===== config.mk =====
export PLATFORM = sky130hd
export DESIGN_NAME = flop_test_sequencer
export DESIGN_NICKNAME = d
export VERILOG_FILES = /design/src/rtl/flop_test_sequencer.sv
export SDC_FILE = /design/constraint.sdc
export NUM_CORES = 1
export LEC_CHECK = 0
export ABC_AREA = 1
export CORE_MARGIN = 10
export CORE_UTILIZATION = 54
export DETAILED_ROUTE_END_ITERATION = 10
export GPL_TIMING_DRIVEN = 0
export PLACE_DENSITY = 0.81
export SYNTH_ARGS = -nofsm -noshare
export SYNTH_HDL_FRONTEND = slang
export SYNTH_SLANG_ARGS = --single-unit

===== constraint.sdc =====
create_clock -name clk -period 11 [get_ports clk]
set_clock_uncertainty 0.1 [all_clocks]
set_input_delay 1.65 -clock clk [delete_from_list [all_inputs] [get_ports clk]]
set_output_delay 1.65 -clock clk [all_outputs]
set_load 0.02 [all_outputs]

===== src/rtl/flop_test_sequencer.sv =====
// Sequencer for the configurable-latency flop datapath: programs num_clks, launches
// an arithmetic pattern run on flop_in, checks flop_out and reports pass/fail.
module flop_test_sequencer #(
  parameter int unsigned SETTLE_CYCLES = 2,
  parameter int unsigned CHECK_SLACK   = 1,
  parameter int unsigned CNT_W         = 16
) (
  input  logic             clk,
  input  logic             reset,
  input  logic             start,
  input  logic             abort,
  input  logic [31:0]      cfg_num_clks,
  input  logic [CNT_W-1:0] cfg_pat_count,
  input  logic [31:0]      cfg_seed,
  input  logic [31:0]      cfg_stride,
  output logic [31:0]      num_clks,
  output logic [31:0]      flop_in,
  input  logic [31:0]      flop_out,
  output logic             busy,
  output logic             done,
  output logic             pass,
  output logic             aborted,
  output logic             cfg_err,
  output logic [CNT_W-1:0] err_count,
  output logic [CNT_W-1:0] first_err_idx,
  output logic [31:0]      first_err_data
);

  localparam int unsigned DW = 32;
  localparam int unsigned WW = DW + 1;
  localparam int unsigned SW = 16;

  typedef enum logic [2:0] {
    S_IDLE, S_SETUP, S_DRIVE, S_WAIT, S_CHECK, S_FINISH
  } state_e;

  state_e state_q, state_d;

  logic [SW-1:0]    settle_q, settle_d;
  logic [WW-1:0]    wait_q, wait_d;
  logic [CNT_W-1:0] idx_q, idx_d;
  logic [CNT_W-1:0] pc_q, pc_d;
  logic [DW-1:0]    stride_q, stride_d;
  logic [DW-1:0]    pat_q, pat_d;
  logic [DW-1:0]    nc_q, nc_d;
  logic [DW-1:0]    fin_q, fin_d;
  logic             busy_q, busy_d;
  logic             done_q, done_d;
  logic             pass_q, pass_d;
  logic             aborted_q, aborted_d;
  logic             cfg_err_q, cfg_err_d;
  logic [CNT_W-1:0] err_q, err_d;
  logic [CNT_W-1:0] fe_idx_q, fe_idx_d;
  logic [DW-1:0]    fe_data_q, fe_data_d;

  logic cfg_bad_c;
  logic last_c;
  logic abortable_c;

  assign cfg_bad_c   = (cfg_num_clks == '0) || (cfg_pat_count == '0);
  assign last_c      = (idx_q == pc_q - CNT_W'(1));
  assign abortable_c = (state_q != S_IDLE) && (state_q != S_FINISH);

  always_ff @(posedge clk or posedge reset) begin
    if (reset) state_q <= S_IDLE;
    else       state_q <= state_d;
  end

  always_comb begin
    state_d = state_q;
    case (state_q)
      S_IDLE:   if (start) state_d = cfg_bad_c ? S_FINISH : S_SETUP;
      S_SETUP:  if (abort) state_d = S_FINISH;
                else if (settle_q == '0) state_d = S_DRIVE;
      S_DRIVE:  state_d = abort ? S_FINISH : S_WAIT;
      S_WAIT:   if (abort) state_d = S_FINISH;
                else if (wait_q == '0) state_d = S_CHECK;
      S_CHECK:  state_d = (abort || last_c) ? S_FINISH : S_DRIVE;
      S_FINISH: state_d = S_IDLE;
      default:  state_d = S_IDLE;
    endcase
  end

  always_comb begin
    settle_d  = settle_q;
    wait_d    = wait_q;
    idx_d     = idx_q;
    pc_d      = pc_q;
    stride_d  = stride_q;
    pat_d     = pat_q;
    nc_d      = nc_q;
    fin_d     = fin_q;
    busy_d    = busy_q;
    done_d    = 1'b0;
    pass_d    = pass_q;
    aborted_d = aborted_q;
    cfg_err_d = cfg_err_q;
    err_d     = err_q;
    fe_idx_d  = fe_idx_q;
    fe_data_d = fe_data_q;
    case (state_q)
      S_IDLE: if (start) begin
        busy_d    = 1'b1;
        pass_d    = 1'b0;
        aborted_d = 1'b0;
        cfg_err_d = cfg_bad_c;
        err_d     = '0;
        fe_idx_d  = '0;
        fe_data_d = '0;
        idx_d     = '0;
        pc_d      = cfg_pat_count;
        stride_d  = cfg_stride;
        pat_d     = cfg_seed;
        settle_d  = SW'(SETTLE_CYCLES - 1);
        if (!cfg_bad_c) nc_d = cfg_num_clks;
      end
      S_SETUP: if (settle_q != '0) settle_d = settle_q - SW'(1);
      S_DRIVE: begin
        fin_d  = pat_q;
        wait_d = {1'b0, nc_q} + WW'(CHECK_SLACK) - WW'(1);
      end
      S_WAIT: if (wait_q != '0) wait_d = wait_q - WW'(1);
      S_CHECK: begin
        if (flop_out != fin_q) begin
          if (err_q != '1) err_d = err_q + CNT_W'(1);
          if (err_q == '0) begin
            fe_idx_d  = idx_q;
            fe_data_d = flop_out;
          end
        end
        if (!last_c) begin
          idx_d = idx_q + CNT_W'(1);
          pat_d = pat_q + stride_q;
        end
      end
      S_FINISH: busy_d = 1'b0;
      default: ;
    endcase
    if (abort && abortable_c) aborted_d = 1'b1;
    // done and pass are raised on entry so they are visible during FINISH itself
    if (state_d == S_FINISH && state_q != S_FINISH) begin
      done_d = 1'b1;
      pass_d = (err_d == '0) && !aborted_d && !cfg_err_d;
    end
  end

  always_ff @(posedge clk or posedge reset) begin
    if (reset) begin
      settle_q  <= '0;
      wait_q    <= '0;
      idx_q     <= '0;
      pc_q      <= '0;
      stride_q  <= '0;
      pat_q     <= '0;
      nc_q      <= '0;
      fin_q     <= '0;
      busy_q    <= 1'b0;
      done_q    <= 1'b0;
      pass_q    <= 1'b0;
      aborted_q <= 1'b0;
      cfg_err_q <= 1'b0;
      err_q     <= '0;
      fe_idx_q  <= '0;
      fe_data_q <= '0;
    end else begin
      settle_q  <= settle_d;
      wait_q    <= wait_d;
      idx_q     <= idx_d;
      pc_q      <= pc_d;
      stride_q  <= stride_d;
      pat_q     <= pat_d;
      nc_q      <= nc_d;
      fin_q     <= fin_d;
      busy_q    <= busy_d;
      done_q    <= done_d;
      pass_q    <= pass_d;
      aborted_q <= aborted_d;
      cfg_err_q <= cfg_err_d;
      err_q     <= err_d;
      fe_idx_q  <= fe_idx_d;
      fe_data_q <= fe_data_d;
    end
  end

  assign num_clks       = nc_q;
  assign flop_in        = fin_q;
  assign busy           = busy_q;
  assign done           = done_q;
  assign pass           = pass_q;
  assign aborted        = aborted_q;
  assign cfg_err        = cfg_err_q;
  assign err_count      = err_q;
  assign first_err_idx  = fe_idx_q;
  assign first_err_data = fe_data_q;

endmodule


==> impl_metrics.json, run 1 <==
{
  "outcome": "complete, no violations",
  "hold_slack_ns": 0.3806,
  "hold-path-cell-count": 2,
  "holdBufCountCts": 0,
  "path_class": "input port to flip-flop",
  "cts_buffer_depth": 3,
  "initial_utilization_pct": 54.50,
  "routedWlPerCell_um": 19.64,
  "slew_viol_final": 0,
  "routed_via_density": 5.632,
  "tightest_slew_ns": 0.8264,
  "final_util_pct": 69.06,
  "worst_r2r_path_depth": 18,
  "hold_viol": 0,
  "synth_edf_count": 0,
  "rsz0062_at_grt": "false",
  "fillers": 2565,
  "ctsResizeCount": 0,
  "finalNetCount": 2866,
  "final.min_clock_period_ns": 4.145,
  "clk_latency_ns": 0.58,
  "synth_area_um2": 16580,
  "place_congestion": 1.021,
  "drt-initial-drc-count": 1357,
  "via_count": 17466,
  "grt_pass1_wl_um": 93770,
  "cts_tree": "done",
  "antenna_found_initial": 1,
  "clk_pin_slew_ns": 0.06,
  "worstPathArrival_ns": 4.49,
  "final_common_cell": "nand2_1",
  "p_leak_nw": 10.22,
  "die_h_um": 195.3,
  "fmax_mhz": 241.3,
  "dp_hpwl_um": 47950,
  "critical_path.max_fanout": 10,
  "track_usage_pct": 30.64,
  "syn_inst": 2365,
  "root_buffer": "clkbuf_16",
  "syn_nets": 2551,
  "cts.sinks": 281,
  "ios": 281,
  "syn2layout_area_growth_pct": 26.71,
  "grt_pass1_vias": 16960,
  "synth_warnings": 0,
  "portBuffers": 280,
  "drc": 0,
  "cp_data_required_time_ns": 11.35,
  "synth_seq_cells": 281,
  "relSlewSlack_pct": 44.91,
  "cp-end-kind": "flip-flop",
  "synth.distinct_cells": 49,
  "hp-class": "flip-flop to flip-flop",
  "rows": 64,
  "synth_ff_type": "dfrtp_1",
  "gr-total-overflow": 0,
  "synthArstFlopShare_pct": 100.0,
  "layout_common_cells": "nand2_1 (795), dfrtp_1 (281), clkdlybuf4s50_1 (280), o21ai_0 (232), inv_1 (226)",
  "start_kind": "input port",
  "numCtsBuffers": 31,
  "drive_gt1_share_pct": 4.623,
  "cap_violations": 0,
  "p_total_mw": 5.824,
  "drtAntennaViolNets": 0,
  "dieArea_um2": 38120,
  "ys_seq_area_share_pct": 42.40,
  "cts_max_level": 1,
  "drt_first_pass_iters": 5,
  "core-area_um2": 30430,
  "setup_viol": 0,
  "p_per_area_nw_per_um2": 277.1,
  "cts_setup_buffers": 0,
  "period_share_pct": 37.68,
  "grt_max_degree": 132,
  "fp.dieW_um": 195.3,
  "syn_avg_cell_area_um2": 7.013,
  "wl_um": 60920,
  "ir_drop_v": 0.0001734
}
flip-flops by register name, summed over array words and instances (netlist names):
name and count:
idx_q 16, cfg_err 1, state_q 3, done 1, err_count 16, settle_q 16
wait_q 33, num_clks 32, pc_q 16, pass 1, flop_in 32, stride_q 32
first_err_data 32, pat_q 32, busy 1, first_err_idx 16, aborted 1
cell families (layout without fill, tap and decap cells):
kind of cell               count (synthesis)  after routing  share of synthesized area (%)
and+or+nand+nor                         1291           1291                          32.26
AOI/OAI and AO/OA                        373            373                          11.64
buffers and inverters                    323            662                          7.673
DFF                                      281            281                          42.40
xor gates and xnor gates                  59             59                          3.116
adders and majority gates                 38             38                          2.912
other                                      0              1                              0
Yosys cell counts, types with 2 or more instances:
cell | instances | area share [%]
nor2_1 | 220 | 5.0
a31oi_1 | 8 | 0.30
inv_2 | 7 | 0.16
nor2_2 | 7 | 0.26
o211ai_1 | 3 | 0.14
clkinv_1 | 3 | 0.068
dfrtp_1 | 281 | 42
o22ai_1 | 4 | 0.15
nor4_1 | 14 | 0.53
buf_4 | 2 | 0.091
buf_1 | 8 | 0.18
o21ai_0 | 232 | 7.0
or2_2 | 18 | 0.68
nand3_2 | 3 | 0.18
nand3_1 | 154 | 4.6
o2111ai_1 | 2 | 0.11
buf_2 | 19 | 0.57
and3_1 | 3 | 0.11
clkbuf_1 | 50 | 1.1
a21o_1 | 6 | 0.27
o21ai_1 | 22 | 0.66
inv_1 | 227 | 5.1
nand4_1 | 28 | 1.1
ha_1 | 37 | 2.8
nor2_4 | 2 | 0.14
xnor2_1 | 19 | 1.0
xor2_1 | 40 | 2.1
clkbuf_2 | 3 | 0.091
nand2_1 | 795 | 18
nand2_2 | 2 | 0.075
buf_6 | 3 | 0.20
a21oi_1 | 90 | 2.7
nor3_1 | 33 | 1.0
nor3_2 | 2 | 0.12
and2_1 | 4 | 0.15
worst paths after layout:
path | startpoint | end | slack [ns]
min in group asynchronous | reset | stride_q[10] | 1.39
setup reg to reg | stride_q[1] | pat_q[18] | 7.54
setup / recovery | flop_out[11] | first_err_data[19] | 6.85
hold reg to reg | stride_q[30] | stride_q[30] | 0.38
max in group asynchronous | reset | err_count[10] | 8.00
hold / removal | stride_q[30] | stride_q[30] | 0.38
metal layers:
layer  share of wire, %  GRT usage [%]
met2                 49          52.19
met3                7.2          5.104
met4                5.1          14.65
met5                  0              0
met1                 39          37.00
critical path: stages:
cell             delay [ns]
clkdlybuf4s50_1        0.45
xnor2_1                0.45
nand2_1                0.10
nor2_1                 0.11
nand2_1                0.06
nor2_1                 0.11
nand2_1                0.33
a21oi_1                0.44
nor2_1                 0.15
buf_2                  0.24
buf_2                  0.22
nand3_1                0.10
nand2_1                0.06
final cells by class:
cell class | instances | area, um^2 | area share (%)
well taps | 396 | 495.5 | 2.358
clock inverters | 14 | 185.2 | 0.8812
flip-flops and latches | 281 | 7032 | 33.46
clock buffers | 43 | 880.8 | 4.192
inverters | 238 | 903.4 | 4.299
diodes | 1 | 2.502 | 0.01191
multi-input cells | 1761 | 8280 | 39.40
repair buffers | 282 | 2858 | 13.60
plain buffers | 85 | 376.6 | 1.792
report_power, final:
| group | switching, mW | internal, mW |
|---|---|---|
| logic | 1.88 | 1.04 |
| clock network | 0.441 | 0.651 |
| registers | 0.383 | 1.43 |
per-stage QoR:
step / area, um^2 / TNS, ns / cells / worst slack (ns)
2_1_floorplan: 16580 / 0 / 2365 / 1.499
3_3_place_gp: 19880 / -556.27 / 3041 / -2.013
3_5_place_dp: 19950 / 0 / 3043 / 6.342
4_1_cts: 21010 / 0 / 3100 / 6.898
5_1_grt: 21010 / 0 / 3101 / 6.724
6_report: 21010 / 0 / 3101 / 6.855
No activity file was read; power rests on OpenSTA's default activity.
==> run 2: changes to the inputs <==
--- a/config.mk
+++ b/config.mk
@@ -7,10 +7,10 @@
 export LEC_CHECK = 0
 export ABC_AREA = 1
 export CORE_MARGIN = 10
-export CORE_UTILIZATION = 54
+export CORE_UTILIZATION = 49
 export DETAILED_ROUTE_END_ITERATION = 10
 export GPL_TIMING_DRIVEN = 0
-export PLACE_DENSITY = 0.81
+export PLACE_DENSITY = 0.78
 export SYNTH_ARGS = -nofsm -noshare
 export SYNTH_HDL_FRONTEND = slang
 export SYNTH_SLANG_ARGS = --single-unit
==> constraint.sdc (replaced) <==
create_clock -name clk -period 3.8 [get_ports clk]
set_clock_uncertainty 0.1 [all_clocks]
set_input_delay 0.57 -clock clk [delete_from_list [all_inputs] [get_ports clk]]
set_output_delay 0.57 -clock clk [all_outputs]
set_load 0.02 [all_outputs]
==> run 2 against run 1 <==
Net effect:
- clock power rose to 2.9 times the previous value
- final cell count rose by 2.0%
- sequential power rose to 2.9 times the previous value
- register-to-register slack got worse by 7.0 ns
- power rose to 2.9 times the previous value
- worst hold slack improved by 0.0030 ns
- flip-flop and latch count did not move
- die area rose by 9.1%
- combinational power rose to 2.9 times the previous value
- via count fell by 1.6%
- largest power group unchanged
==> impl_metrics.json, run 2 (synthesis results as in run 1) <==
{
  "via_count": 17191,
  "rsz0062_at_grt": "false",
  "wl_um": 61540,
  "numCtsBuffers": 34,
  "cp_common_cell": "nand2_1",
  "track_usage_pct": 28.60,
  "fmax_mhz": 305.2,
  "timing.rr.start": "stride_q[0]",
  "root_buffer": "clkbuf_16",
  "relSlewSlack_pct": 44.11,
  "cts_max_level": 2,
  "slowest_stage": "dfrtp_1",
  "grt_pass1_wl_um": 93980,
  "final.min_clock_period_ns": 3.276,
  "pre_cts_ws_ns": 0.1554,
  "slew_viol_final": 0,
  "cp_data_required_time_ns": 4.10,
  "hold_start": "settle_q[14]",
  "rrSetupSlack_ns": 0.52,
  "drt_first_pass_iters": 5,
  "start_kind": "flip-flop",
  "drt-initial-drc-count": 1385,
  "crit_start": "stride_q[0]",
  "worst_r2r_path_depth": 19,
  "hp-class": "flip-flop to flip-flop",
  "finalNetCount": 2874,
  "path_cells": "ha_1, inv_1, fa_1, inv_1, nand2_1, o21ai_0, inv_1, o21ai_0, inv_1, o21ai_0, nand2_1, nand3_1, nand2_1, nand2_1, nand2_1, nand3_1, nand2_1, nand2_1, nand2_1",
  "grt_pass1_vias": 16683,
  "drtAntennaViolNets": 0,
  "rows": 67,
  "dieArea_um2": 41610,
  "critical_path.top_delay_family": "compound AO/OA/AOI/OAI gates",
  "critical_path.max_fanout": 3,
  "ctsResizeCount": 0,
  "cp.depth": 19,
  "cp-end-kind": "flip-flop",
  "drc": 0,
  "routed_via_density": 5.437,
  "outcome": "complete, no violations",
  "tightest_slew_ns": 0.8383,
  "p_leak_nw": 10.25,
  "top_register": "wait_q",
  "setup_viol": 0,
  "ios": 281,
  "fp.dieW_um": 204.0,
  "holdBufCountCts": 0,
  "cts.sinks": 281,
  "core-area_um2": 33450,
  "final_util_pct": 63.26,
  "place_congestion": 0.9912,
  "gr-total-overflow": 0,
  "dp_hpwl_um": 48630,
  "cts_tree": "done",
  "die_h_um": 204.0,
  "grt_max_degree": 43,
  "initial_utilization_pct": 49.58,
  "clk_pin_slew_ns": 0.06,
  "fillers": 3006,
  "p_per_area_nw_per_um2": 793.2,
  "p_total_mw": 16.78,
  "critPathBufInv": 4,
  "drive_gt1_share_pct": 4.832,
  "period_share_pct": 86.21,
  "largest_reg_flops": 33,
  "hold_viol": 0,
  "cts_setup_buffers": 0,
  "path_class": "flip-flop to flip-flop",
  "worstPathArrival_ns": 3.58,
  "antenna_found_initial": 3,
  "layout_common_cells": "nand2_1 (795), dfrtp_1 (281), clkdlybuf4s50_1 (280), o21ai_0 (232), inv_1 (226)",
  "crit_path_max_incr_delay_ns": 0.41,
  "final_common_cell": "nand2_1",
  "fin_ws_ns": 0.5239,
  "cts_buffer_depth": 3,
  "clk_latency_ns": 0.52,
  "routedWlPerCell_um": 19.46,
  "cap_violations": 0,
  "syn2layout_area_growth_pct": 27.59,
  "worstSetupEndpoint": "pat_q[18]",
  "ir_drop_v": 0.0004122,
  "portBuffers": 280,
  "rr_endpoint": "pat_q[18]"
}
run 2: area by class of cell:
cell class | count | area (um^2) | area share, %
multi-input cells | 1761 | 8280 | 39.13
flip-flops and latches | 281 | 7032 | 33.23
repair buffers | 287 | 2943 | 13.91
clock buffers | 46 | 957.2 | 4.523
inverters | 238 | 899.6 | 4.251
well taps | 448 | 560.5 | 2.649
plain buffers | 85 | 376.6 | 1.780
clock inverters | 13 | 103.9 | 0.4908
diodes | 3 | 7.507 | 0.03548
run 2: per-stage QoR:
stage               instances  area [um^2]  hold slack, ns  TNS [ns]
finish                   3162        21160          0.3836         0
global route             3162        21160          0.4109         0
CTS                      3159        21150          0.3848         0
detailed placement       3100        20090          0.3719         0
global placement         3093        19950          0.3656   -734.40
floorplan                2365        16590          0.3479   -166.16
run 2: layer usage:
| metal | vias up | track usage, % | part of all wire [%] |
|---|---|---|---|
| met4 | 0 | 10.58 | 3.7 |
| met5 | - | 0 | 0 |
| li1 | 8263 | - | - |
| met1 | 8137 | 34.95 | 40 |
| met3 | 123 | 4.359 | 6.8 |
| met2 | 668 | 50.05 | 49 |
run 2: worst reg2reg max path, delay by kind of cell, from the launching register on:
family,cells,cell delay (ns)
AOI/OAI and AO/OA,3,0.98
adders and majority gates,2,0.54
buffers and inverters,4,0.34
and+or+nand+nor,10,0.80
DFF,1,0.41
run 2: how the worst min path moves through the flow:
stage	depth (start not counted)	slack (ns)	end
floorplan	1	0.35	settle_q[14]
global placement	1	0.37	settle_q[14]
detailed placement	2	0.37	stride_q[13]
CTS	2	0.38	stride_q[13]
global route	1	0.41	settle_q[14]
finish	1	0.38	settle_q[14]
run 2: power breakdown:
| part | total [mW] | leakage [nW] | internal, mW | switching [mW] |
|---|---|---|---|---|
| registers | 5.19 | 3.65 | 4.13 | 1.06 |
| clock network | 3.13 | 0.515 | 1.84 | 1.30 |
| logic | 8.46 | 6.09 | 3.03 | 5.43 |
| total | 16.8 | 10.2 | 8.99 | 7.79 |
